File: src/rtl/seq_lock.sv
// seq_lock: digit-sequence combination lock with a programmable code.
//
// The user keys CODE_LEN hex digits, each accepted by a one-cycle 'enter'
// strobe. A full entry that matches the code register unlocks the block
// (OPEN) for OPEN_CYCLES clocks. While open, an enter with set_mode held
// high starts programming (PROG) of a new code. All outputs are registered.
//
// Optional feature macro: SEQ_LOCK_LOCKOUT_EN
//   defined   -> MAX_TRIES consecutive wrong codes put the block in LOCKOUT
//                for LOCKOUT_CYCLES clocks with 'alarm' high.
//   undefined -> no lockout state or fail counter; 'alarm' is tied low.
//
// Ports:
//   clk        in   1  single rising-edge clock
//   rst        in   1  asynchronous active-high reset
//   digit      in   4  digit value, any of 16 values
//   enter      in   1  one-cycle strobe accepting 'digit'
//   clear      in   1  one-cycle strobe aborting a partial entry
//   set_mode   in   1  level, requests code programming
//   y          out  1  unlocked indication
//   a          out  1  locked indication, always ~y
//   alarm      out  1  lockout active
//   entry_cnt  out  3  digits accepted in the current entry
//   last_digit out  4  most recently accepted digit
module seq_lock #(
    parameter int unsigned CODE_LEN       = 4,
    parameter logic [15:0] DEFAULT_CODE   = 16'h1234,
    parameter int unsigned MAX_TRIES      = 3,
    parameter logic [15:0] OPEN_CYCLES    = 16'd1000,
    parameter logic [15:0] LOCKOUT_CYCLES = 16'd5000
) (
    input  logic       clk,
    input  logic       rst,
    input  logic [3:0] digit,
    input  logic       enter,
    input  logic       clear,
    input  logic       set_mode,
    output logic       y,
    output logic       a,
    output logic       alarm,
    output logic [2:0] entry_cnt,
    output logic [3:0] last_digit
);

    // Reject out-of-range parameters at elaboration time.
    if (CODE_LEN < 1 || CODE_LEN > 4) begin : g_badCodeLen
        $error("seq_lock: CODE_LEN must be 1..4");
    end
    if (MAX_TRIES < 1 || MAX_TRIES > 7) begin : g_badMaxTries
        $error("seq_lock: MAX_TRIES must be 1..7");
    end
    if (OPEN_CYCLES == 16'd0 || LOCKOUT_CYCLES == 16'd0) begin : g_badCycles
        $error("seq_lock: OPEN_CYCLES and LOCKOUT_CYCLES must be nonzero");
    end

    // Only the low CODE_LEN digits of the code take part in compare/program.
    localparam logic [15:0] CODE_MASK = 16'((32'd1 << (4 * CODE_LEN)) - 32'd1);
    localparam logic [2:0]  LAST_IDX  = 3'(CODE_LEN - 1);

    typedef enum logic [1:0] {
        ENTRY   = 2'd0,
        OPEN    = 2'd1,
        PROG    = 2'd2
`ifdef SEQ_LOCK_LOCKOUT_EN
        ,
        LOCKOUT = 2'd3
`endif
    } StateType;

    StateType    r_state;
    logic [15:0] r_entryBuf;
    logic [15:0] r_code;
    logic [15:0] r_timer;
    logic [2:0]  r_entryCnt;
    logic [3:0]  r_lastDigit;
    logic        r_y;
    logic        r_a;

    StateType    w_nextState;
    logic [15:0] w_nextBuf;
    logic [15:0] w_nextCode;
    logic [15:0] w_nextTimer;
    logic [2:0]  w_nextCnt;
    logic [3:0]  w_nextLast;
    logic [15:0] w_shiftBuf;
    logic [15:0] w_timerLimit;
    logic        w_timerDone;
    logic        w_codeDone;
    logic        w_match;
    logic        w_nextUnlocked;

`ifdef SEQ_LOCK_LOCKOUT_EN
    logic [2:0]  r_failCnt;
    logic [2:0]  w_nextFail;
    logic        r_alarm;
    assign alarm = r_alarm;
`else
    assign alarm = 1'b0;
`endif

    assign y          = r_y;
    assign a          = r_a;
    assign entry_cnt  = r_entryCnt;
    assign last_digit = r_lastDigit;

    // The newest digit always lands in the low nibble, so after CODE_LEN
    // enters the first-keyed digit sits in the most significant used nibble.
    assign w_shiftBuf = {r_entryBuf[11:0], digit};
    assign w_codeDone = (r_entryCnt == LAST_IDX);
    assign w_match    = ((w_shiftBuf ^ r_code) & CODE_MASK) == 16'd0;

    // One timer serves both OPEN and LOCKOUT; it restarts from zero on entry
    // and the state ends when it has reached its limit.
    assign w_timerLimit = (r_state == OPEN) ? (OPEN_CYCLES - 16'd1)
                                            : (LOCKOUT_CYCLES - 16'd1);
    assign w_timerDone  = (r_timer == w_timerLimit);

    // Next-state and next-register computation. Every value defaults to
    // holding (timer defaults to zero) and each state overrides what it owns.
    always_comb begin
        w_nextState = r_state;
        w_nextBuf   = r_entryBuf;
        w_nextCode  = r_code;
        w_nextTimer = 16'd0;
        w_nextCnt   = r_entryCnt;
        w_nextLast  = r_lastDigit;
`ifdef SEQ_LOCK_LOCKOUT_EN
        w_nextFail  = r_failCnt;
`endif
        case (r_state)
            ENTRY: begin
                // clear has priority over a simultaneous enter
                if (clear) begin
                    w_nextCnt = 3'd0;
                end else if (enter) begin
                    w_nextBuf  = w_shiftBuf;
                    w_nextLast = digit;
                    if (w_codeDone) begin
                        w_nextCnt = 3'd0;
                        if (w_match) begin
                            w_nextState = OPEN;
`ifdef SEQ_LOCK_LOCKOUT_EN
                            w_nextFail  = 3'd0;
`endif
                        end else begin
`ifdef SEQ_LOCK_LOCKOUT_EN
                            w_nextFail = r_failCnt + 3'd1;
                            if (w_nextFail == 3'(MAX_TRIES)) begin
                                w_nextState = LOCKOUT;
                            end
`endif
                        end
                    end else begin
                        w_nextCnt = r_entryCnt + 3'd1;
                    end
                end
            end
            OPEN: begin
                // A user enter takes precedence over the hold timer expiring.
                if (enter) begin
                    w_nextState = set_mode ? PROG : ENTRY;
                    w_nextCnt   = 3'd0;
                end else if (w_timerDone) begin
                    w_nextState = ENTRY;
                end else begin
                    w_nextTimer = r_timer + 16'd1;
                end
            end
            PROG: begin
                // Dropping set_mode abandons programming and keeps the old code.
                if (!set_mode) begin
                    w_nextState = ENTRY;
                    w_nextCnt   = 3'd0;
                end else if (clear) begin
                    w_nextCnt = 3'd0;
                end else if (enter) begin
                    w_nextBuf  = w_shiftBuf;
                    w_nextLast = digit;
                    if (w_codeDone) begin
                        w_nextCode  = (r_code & ~CODE_MASK) | (w_shiftBuf & CODE_MASK);
                        w_nextState = ENTRY;
                        w_nextCnt   = 3'd0;
                    end else begin
                        w_nextCnt = r_entryCnt + 3'd1;
                    end
                end
            end
`ifdef SEQ_LOCK_LOCKOUT_EN
            LOCKOUT: begin
                if (w_timerDone) begin
                    w_nextState = ENTRY;
                    w_nextFail  = 3'd0;
                end else begin
                    w_nextTimer = r_timer + 16'd1;
                end
            end
`endif
            default: begin
                w_nextState = ENTRY;
                w_nextCnt   = 3'd0;
            end
        endcase
    end

    assign w_nextUnlocked = (w_nextState == OPEN) || (w_nextState == PROG);

    // State and all output registers. y/a/alarm are derived from the next
    // state so they change on the same edge as the state itself.
    always_ff @(posedge clk or posedge rst) begin
        if (rst) begin
            r_state     <= ENTRY;
            r_entryBuf  <= 16'd0;
            r_code      <= DEFAULT_CODE;
            r_timer     <= 16'd0;
            r_entryCnt  <= 3'd0;
            r_lastDigit <= 4'd0;
            r_y         <= 1'b0;
            r_a         <= 1'b1;
`ifdef SEQ_LOCK_LOCKOUT_EN
            r_failCnt   <= 3'd0;
            r_alarm     <= 1'b0;
`endif
        end else begin
            r_state     <= w_nextState;
            r_entryBuf  <= w_nextBuf;
            r_code      <= w_nextCode;
            r_timer     <= w_nextTimer;
            r_entryCnt  <= w_nextCnt;
            r_lastDigit <= w_nextLast;
            r_y         <= w_nextUnlocked;
            r_a         <= !w_nextUnlocked;
`ifdef SEQ_LOCK_LOCKOUT_EN
            r_failCnt   <= w_nextFail;
            r_alarm     <= (w_nextState == LOCKOUT);
`endif
        end
    end

endmodule

File: config.mk
export PLATFORM = sky130hd
export DESIGN_NAME = seq_lock
export DESIGN_NICKNAME = d
export VERILOG_FILES = /design/src/rtl/seq_lock.sv
export SDC_FILE = /design/constraint.sdc
export NUM_CORES = 1
export LEC_CHECK = 0
export BUFFER_PORTS_ARGS = -buffer_cell sky130_fd_sc_hd__buf_2
export CORE_UTILIZATION = 40
export CTS_CLUSTER_SIZE = 28
export DETAILED_ROUTE_END_ITERATION = 6
export GPL_TIMING_DRIVEN = 0
export PLACE_DENSITY_LB_ADDON = 0.08
export SLEW_MARGIN = 15
export SYNTH_ARGS = -nofsm -noshare
export SYNTH_HDL_FRONTEND = slang
export SYNTH_SLANG_ARGS = --single-unit
File: constraint.sdc
create_clock -name clk -period 1.9 [get_ports clk]
set_input_delay 0.38 -clock clk [delete_from_list [all_inputs] [get_ports clk]]
set_output_delay 0.38 -clock clk [all_outputs]
set_load 0.01 [all_outputs]
==> results.cfg, run 1 <==
[detailed_routing]
routed_via_density = 5.01
wire_per_inst_um = 14.2
first_pass_iters = 4
first_iter_violations = 39
route.detailed.drc = 0
drt-total-wl_mm = 4.34
drtAntennaViolNets = 0
vias = 1527

[global_routing]
antenna_found_initial = 0
grt_pass1_vias = 1557
grt_max_degree = 34
grt_pass1_wl_mm = 7.34
grt-ovfl-total = 0
track_usage = 0.155

[finish]
final_cell_area_um2 = 2740
drive_above_1_share = 0.348
regArea_um2 = 1280
fin_cells = 305
final_nets = 243
fillers = 537
diodes = 0
synthToLayoutAreaGrowth_pct = 13.7
multi_input_area_um2 = 1040
utilization = 0.483

[sta]
fin_crit_sh = 0.980
fmax_ghz = 0.537
setup_viol = 0
finalMaxSlewViolations = 0
rsz0062_at_grt = yes
hold_viol_final = 0
fin_crit_ns = 1.86
skew_ns = 0.00993
setup_ws_ns = 0.0385

[placed_design]
globalplace.congestion = 0.748
io_buffers = 17
dpl.hpwl_mm = 3.10
placed_area_um2 = 2610
place_ws_ns = -0.115
dp_cells = 295

[outcome]
status = finished, final reports clean

[logic_synthesis]
synthFlopType = dfrtp_1
netlist_instances = 205
ys_warn_count = 0
avgSynthCellArea_um2 = 11.8
synth_edf_count = 0
yosysSeqAreaShare = 0.532
async_reset_ff_frac = 1.00
netlist_area_um2 = 2410
synth_seq_cells = 51
yosysUniqueCellTypes = 41
syn-num-nets = 216

[power_and_ir_drop]
p_leak_nw = 1.24
powerDensity_nw_per_um2 = 750
peakVddDrop_mv = 0.336
total_power_mw = 2.06

[floorplan]
fp.dieArea_um2 = 6350
fp.dieH_um = 79.7
num_io_pins = 19
placementRows = 27
start_util = 0.425
die_x_um = 79.7
core_region_area_um2 = 5680

[critical_path]
startpoint = r_state[1]
worst-r2r-setup-slack_ns = 0.04
crit_fanout = 10
regToRegEndpoint = r_entryBuf[9]
worst-endpoint-arrival_ns = 2.04
endpoint_kind = register
critPathLaunchType = register
required_ns = 2.08
ff2ff_path_depth = 4
crit_path_end = r_entryBuf[9]
r2r_start = r_state[1]
crit_type = register to register

[cts]
clk_pin_slew_ns = 0.10
clock_path_buffers = 2
numCtsBuffers = 5
h-tree-depth = 2
cts_sinks = 51
cts_tree = built
clk_latency_ns = 0.30
cts-root-buf = clkbuf_8

[run]
max_cap_violations = 0

[min_path]
hold_path.class = input pin to asynchronous set/reset pin
## cell families (layout without fill, tap and decap cells)
| group | Yosys count | in the layout | share of synthesized area |
|---|---|---|---|
| flip-flops | 51 | 51 | 0.532 |
| AO/OA/AOI/OAI | 12 | 12 | 0.0358 |
| adder cells (fa/ha/maj) | 2 | 2 | 0.0104 |
| XOR/XNOR | 28 | 28 | 0.102 |
| buffers and inverters | 17 | 45 | 0.0415 |
| multiplexers | 28 | 28 | 0.131 |
| other | 1 | 1 | 0.00155 |
| AND/OR/NAND/NOR | 66 | 66 | 0.146 |
## worst max-delay path: stages (launching register included)
cell and delay [ns]:
dfrtp_1 0.44, nor2b_1 0.17, or4b_1 0.64, buf_6 0.23
mux2_2 0.27
## cell type report
class / instances / area share
sequential: 51 / 0.468
clock inverter: 3 / 0.00684
timing repair buffer: 21 / 0.0479
inverter: 7 / 0.00958
multi-input combinational: 137 / 0.381
clock buffer: 5 / 0.0251
buffer: 9 / 0.0292
tap: 72 / 0.0328
## Yosys cell counts (2+ instances only)
| library cell | number | share of area |
|---|---|---|
| o21ai_0 | 3 | 0.0062 |
| nor3_1 | 4 | 0.0083 |
| nand2b_1 | 3 | 0.0078 |
| or3_1 | 3 | 0.0078 |
| buf_2 | 2 | 0.0041 |
| buf_4 | 5 | 0.016 |
| xor2_1 | 18 | 0.065 |
| mux2_2 | 28 | 0.13 |
| ha_1 | 2 | 0.010 |
| xnor2_1 | 10 | 0.036 |
| nand4_1 | 3 | 0.0078 |
| nand3_1 | 6 | 0.012 |
| nor4_1 | 8 | 0.021 |
| nor2_1 | 19 | 0.030 |
| nand2_1 | 9 | 0.014 |
| dfrtp_1 | 45 | 0.47 |
| buf_6 | 2 | 0.0093 |
| dfstp_2 | 6 | 0.065 |
| inv_1 | 7 | 0.011 |
## metal layers
layer	part of all wire	global-route usage	wire length, um
met4	0.0058	0.0564	25
met2	0.50	0.262	2180
met1	0.47	0.188	2030
met3	0.026	0.0423	111
met5	0	0	0
## state kept, by name, summed over array words and instances, names as in the netlist
register    cells
r_timer        16
entry_cnt       3
r_state         2
last_digit      3
y               1
r_code         16
r_entryBuf      9
a               1
## worst min-delay path by stage
stage                          to  slack [ns]
floorplan              r_timer[0]        0.43
global placement       r_timer[0]        0.45
detailed placement  last_digit[1]        0.41
CTS                  entry_cnt[2]        0.07
global route         entry_cnt[1]        0.08
finish               entry_cnt[1]        0.06
## repair_timing
action | in CTS | in global routing
buffers inserted | 2 | 1
hold buffers | 0 | 0
cloned | 0 | 0
setup endpoints to repair | 10 | 34
pin swaps | 1 | 0
resized for setup | 0 | 10
endpoints found under the hold margin | 0 | 0
## stage by stage
step	hold WS (ns)	setup TNS [ns]
after floorplan	0.433	0
after global placement	0.445	-12.98
after detailed placement	0.406	-0.983
after CTS	0.0681	0
after global routing	0.0756	-0.532
final	0.0616	0
## cells in the final DEF, fill, tap and decap left out, types with 2 or more instances in the layout
cell / n
dfstp_2: 6
inv_1: 6
buf_2: 18
nand2b_1: 3
nor4_1: 8
nor2_1: 19
clkbuf_8: 5
mux2_4: 3
xnor2_1: 10
or3_1: 3
o21ai_0: 3
nand4_1: 3
xor2_1: 18
buf_4: 7
nor3_1: 4
clkinv_2: 2
nand2_1: 8
mux2_2: 25
nand3_1: 6
dfrtp_1: 45
buf_6: 3
## power by group
| group | switching [mW] | leakage [nW] | internal [mW] |
|---|---|---|---|
| logic | 0.0991 | 0.526 | 0.123 |
| clock network | 0.356 | 0.0483 | 0.260 |
| registers | 0.0679 | 0.665 | 1.15 |
| total | 0.523 | 1.24 | 1.53 |
(Power assumes the default switching activity.)
==> run 2: changes to the inputs <==
ABC_AREA = 1   (was default)
==> results.cfg, run 2 <==
[global_routing]
grt_pass1_vias = 1993
track_usage = 0.168
grt_pass1_wl_mm = 9.37
grt_max_degree = 35
grt-ovfl-total = 0
antenna_found_initial = 0

[finish]
multi_input_area_um2 = 1090
final_nets = 377
layout_common_cells = nand2_1, inv_1, dfrtp_1
final_common_cell = nand2_1
fin_cells = 444
largest_registers = r_code x16, r_timer x16, r_entryBuf x9
drive_above_1_share = 0.196
regArea_um2 = 1280
synthToLayoutAreaGrowth_pct = 12.0
diodes = 0
utilization = 0.468
fillers = 652

[logic_synthesis]
synthMuxAreaShare = 0
synth_edf_count = 0
synth_compound_area_frac = 0.0844
yosysUniqueCellTypes = 31
avgSynthCellArea_um2 = 7.82
synth_seq_cells = 51
synth_adder_area_share = 0.00938
netlist_area_um2 = 2670
synth-xor-area-share = 0.0197
synth_most_common_cell = nand2_1
netlist.area_leader.share = 0.422
synthFlopType = dfrtp_1
syn-num-nets = 352
synthSimpleGateAreaFrac = 0.295
synth_top_family_by_area = simple AND/OR/NAND/NOR gates
ys_top_cells_by_area = dfrtp_1, nand2_1, inv_1, dfstp_2, nor2_1
async_reset_ff_frac = 1.00
synth_area_leader_cell = dfrtp_1
yosys-top-cells-count = nand2_1, inv_1, dfrtp_1, nor2_1
ys_warn_count = 0
yosysSeqAreaShare = 0.481
netlist_instances = 341

[floorplan]
placementRows = 29
die_x_um = 83.7
fp.dieH_um = 83.7
fp.dieArea_um2 = 7000
start_util = 0.418
core_region_area_um2 = 6390
num_io_pins = 19

[sta]
rsz0062_at_grt = no
finalMaxSlewViolations = 0
setup_viol = 0
setup_tns_ns = 0
holdWs_ns = 0.0493
skew_ns = 0.00585
fin_crit_sh = 0.864
fin_crit_ns = 1.64
hold_viol_final = 0
fmax_ghz = 0.609

[critical_path]
critical-path-max-stage-delay_ns = 0.42
r2r_start = r_state[0]
worst-endpoint-arrival_ns = 1.82
ff2ff_path_depth = 5
worst-r2r-setup-slack_ns = 0.26
crit_path_end = r_entryBuf[10]
endpoint_kind = register
crit_fanout = 10
cp_slowest_cell = dfrtp_1
regToRegEndpoint = r_entryBuf[10]
crit_type = register to register
required_ns = 2.07
critPathLaunchType = register
startpoint = r_state[0]
path_cells = nor2_1 > o21ai_1 > nor2_2 > clkbuf_1 > o21ai_0

[outcome]
status = finished, final reports clean

[cts]
post-cts-setup-buffers = 0
clock_path_buffers = 2
cts_sinks = 51
clk_pin_slew_ns = 0.09
cts_tree = built
numCtsBuffers = 5
cts-root-buf = clkbuf_8
post_cts_resized = 0
clk_latency_ns = 0.31
h-tree-depth = 2
cts_hold_buf = 0

[detailed_routing]
routed_via_density = 4.74
dr.max_layer_used = met4
drtAntennaViolNets = 0
wl_met3_um = 195
route.detailed.drc = 0
wl_met1_mm = 2.70
first_pass_iters = 4
first_iter_violations = 74
drt-total-wl_mm = 5.45
wire_per_inst_um = 12.3
wl_met2_mm = 2.48
vias = 2105

[min_path]
hold_path.class = input pin to asynchronous set/reset pin

[placed_design]
dp_cells = 436
io_buffers = 17
globalplace.congestion = 0.820
dpl.hpwl_mm = 3.94

[run]
max_cap_violations = 0

[power_and_ir_drop]
powerDensity_nw_per_um2 = 727
p_leak_nw = 1.42
total_power_mw = 2.17
peakVddDrop_mv = 0.333
==> run 2: changes by cell type after synthesis, sizes merged, moves of 7 or more <==
cell	previous run	this run
nor4	8	0
xnor2	10	2
nand2	9	102
o21ai	3	32
mux2	28	0
nor3	4	15
nand3	6	13
nor2	20	36
xor2	18	4
inv	7	58
==> run 2: metrics by stage <==
stage | worst slack, ns | area, um^2
final | 0.259 | 2990
after global routing | 0.0588 | 2990
after CTS | 0.187 | 2990
after detailed placement | 0.112 | 2870
after global placement | -0.448 | 2850
after floorplan | 0.300 | 2670
==> run 2: how the worst min path moves through the flow <==
stage	end	slack, ns	cells after the start
CTS	r_code[14]	0.06	2
global placement	r_timer[0]	0.45	1
global route	r_entryBuf[8]	0.07	2
finish	r_code[14]	0.05	2
floorplan	r_timer[0]	0.43	1
detailed placement	r_entryBuf[5]	0.40	2
==> run 2: cell type report <==
type                            instances  area share
Buffer                                 11      0.0243
Tap cell                               77      0.0323
Inverter                               58      0.0729
Timing Repair Buffer                   18      0.0352
Sequential cell                        51       0.430
Clock buffer                            6      0.0276
Clock inverter                          2      0.0117
Multi-Input combinational cell        221       0.366
==> run 2: worst max-delay path, delay by kind of cell, from the launching register on <==
kind	cells	cell delay, ns
AO/OA/AOI/OAI	2	0.27
AND/OR/NAND/NOR	2	0.42
flip-flops	1	0.42
buffers and inverters	1	0.40
==> run 2: per-layer routing <==
| metal | up-vias | track usage |
|---|---|---|
| li1 | 1100 | - |
| met1 | 963 | 0.234 |
| met2 | 34 | 0.266 |
| met3 | 8 | 0.0227 |
| met4 | 0 | 0.0616 |
| met5 | - | 0 |
==> run 2: cells by family after synthesis <==
group,count (synthesis)
AOI/OAI and AO/OA,39
other,1
buffers and inverters,69
DFF,51
adders and majority gates,2
xor gates and xnor gates,6
and+or+nand+nor,173
==> run 2: power by group <==
group	switching (mW)	leakage [nW]	total, mW	internal [mW]
clock network	0.359	0.0612	0.786	0.426
registers	0.0344	0.672	1.16	1.13
logic	0.136	0.690	0.222	0.0857
total	0.530	1.42	2.17	1.64
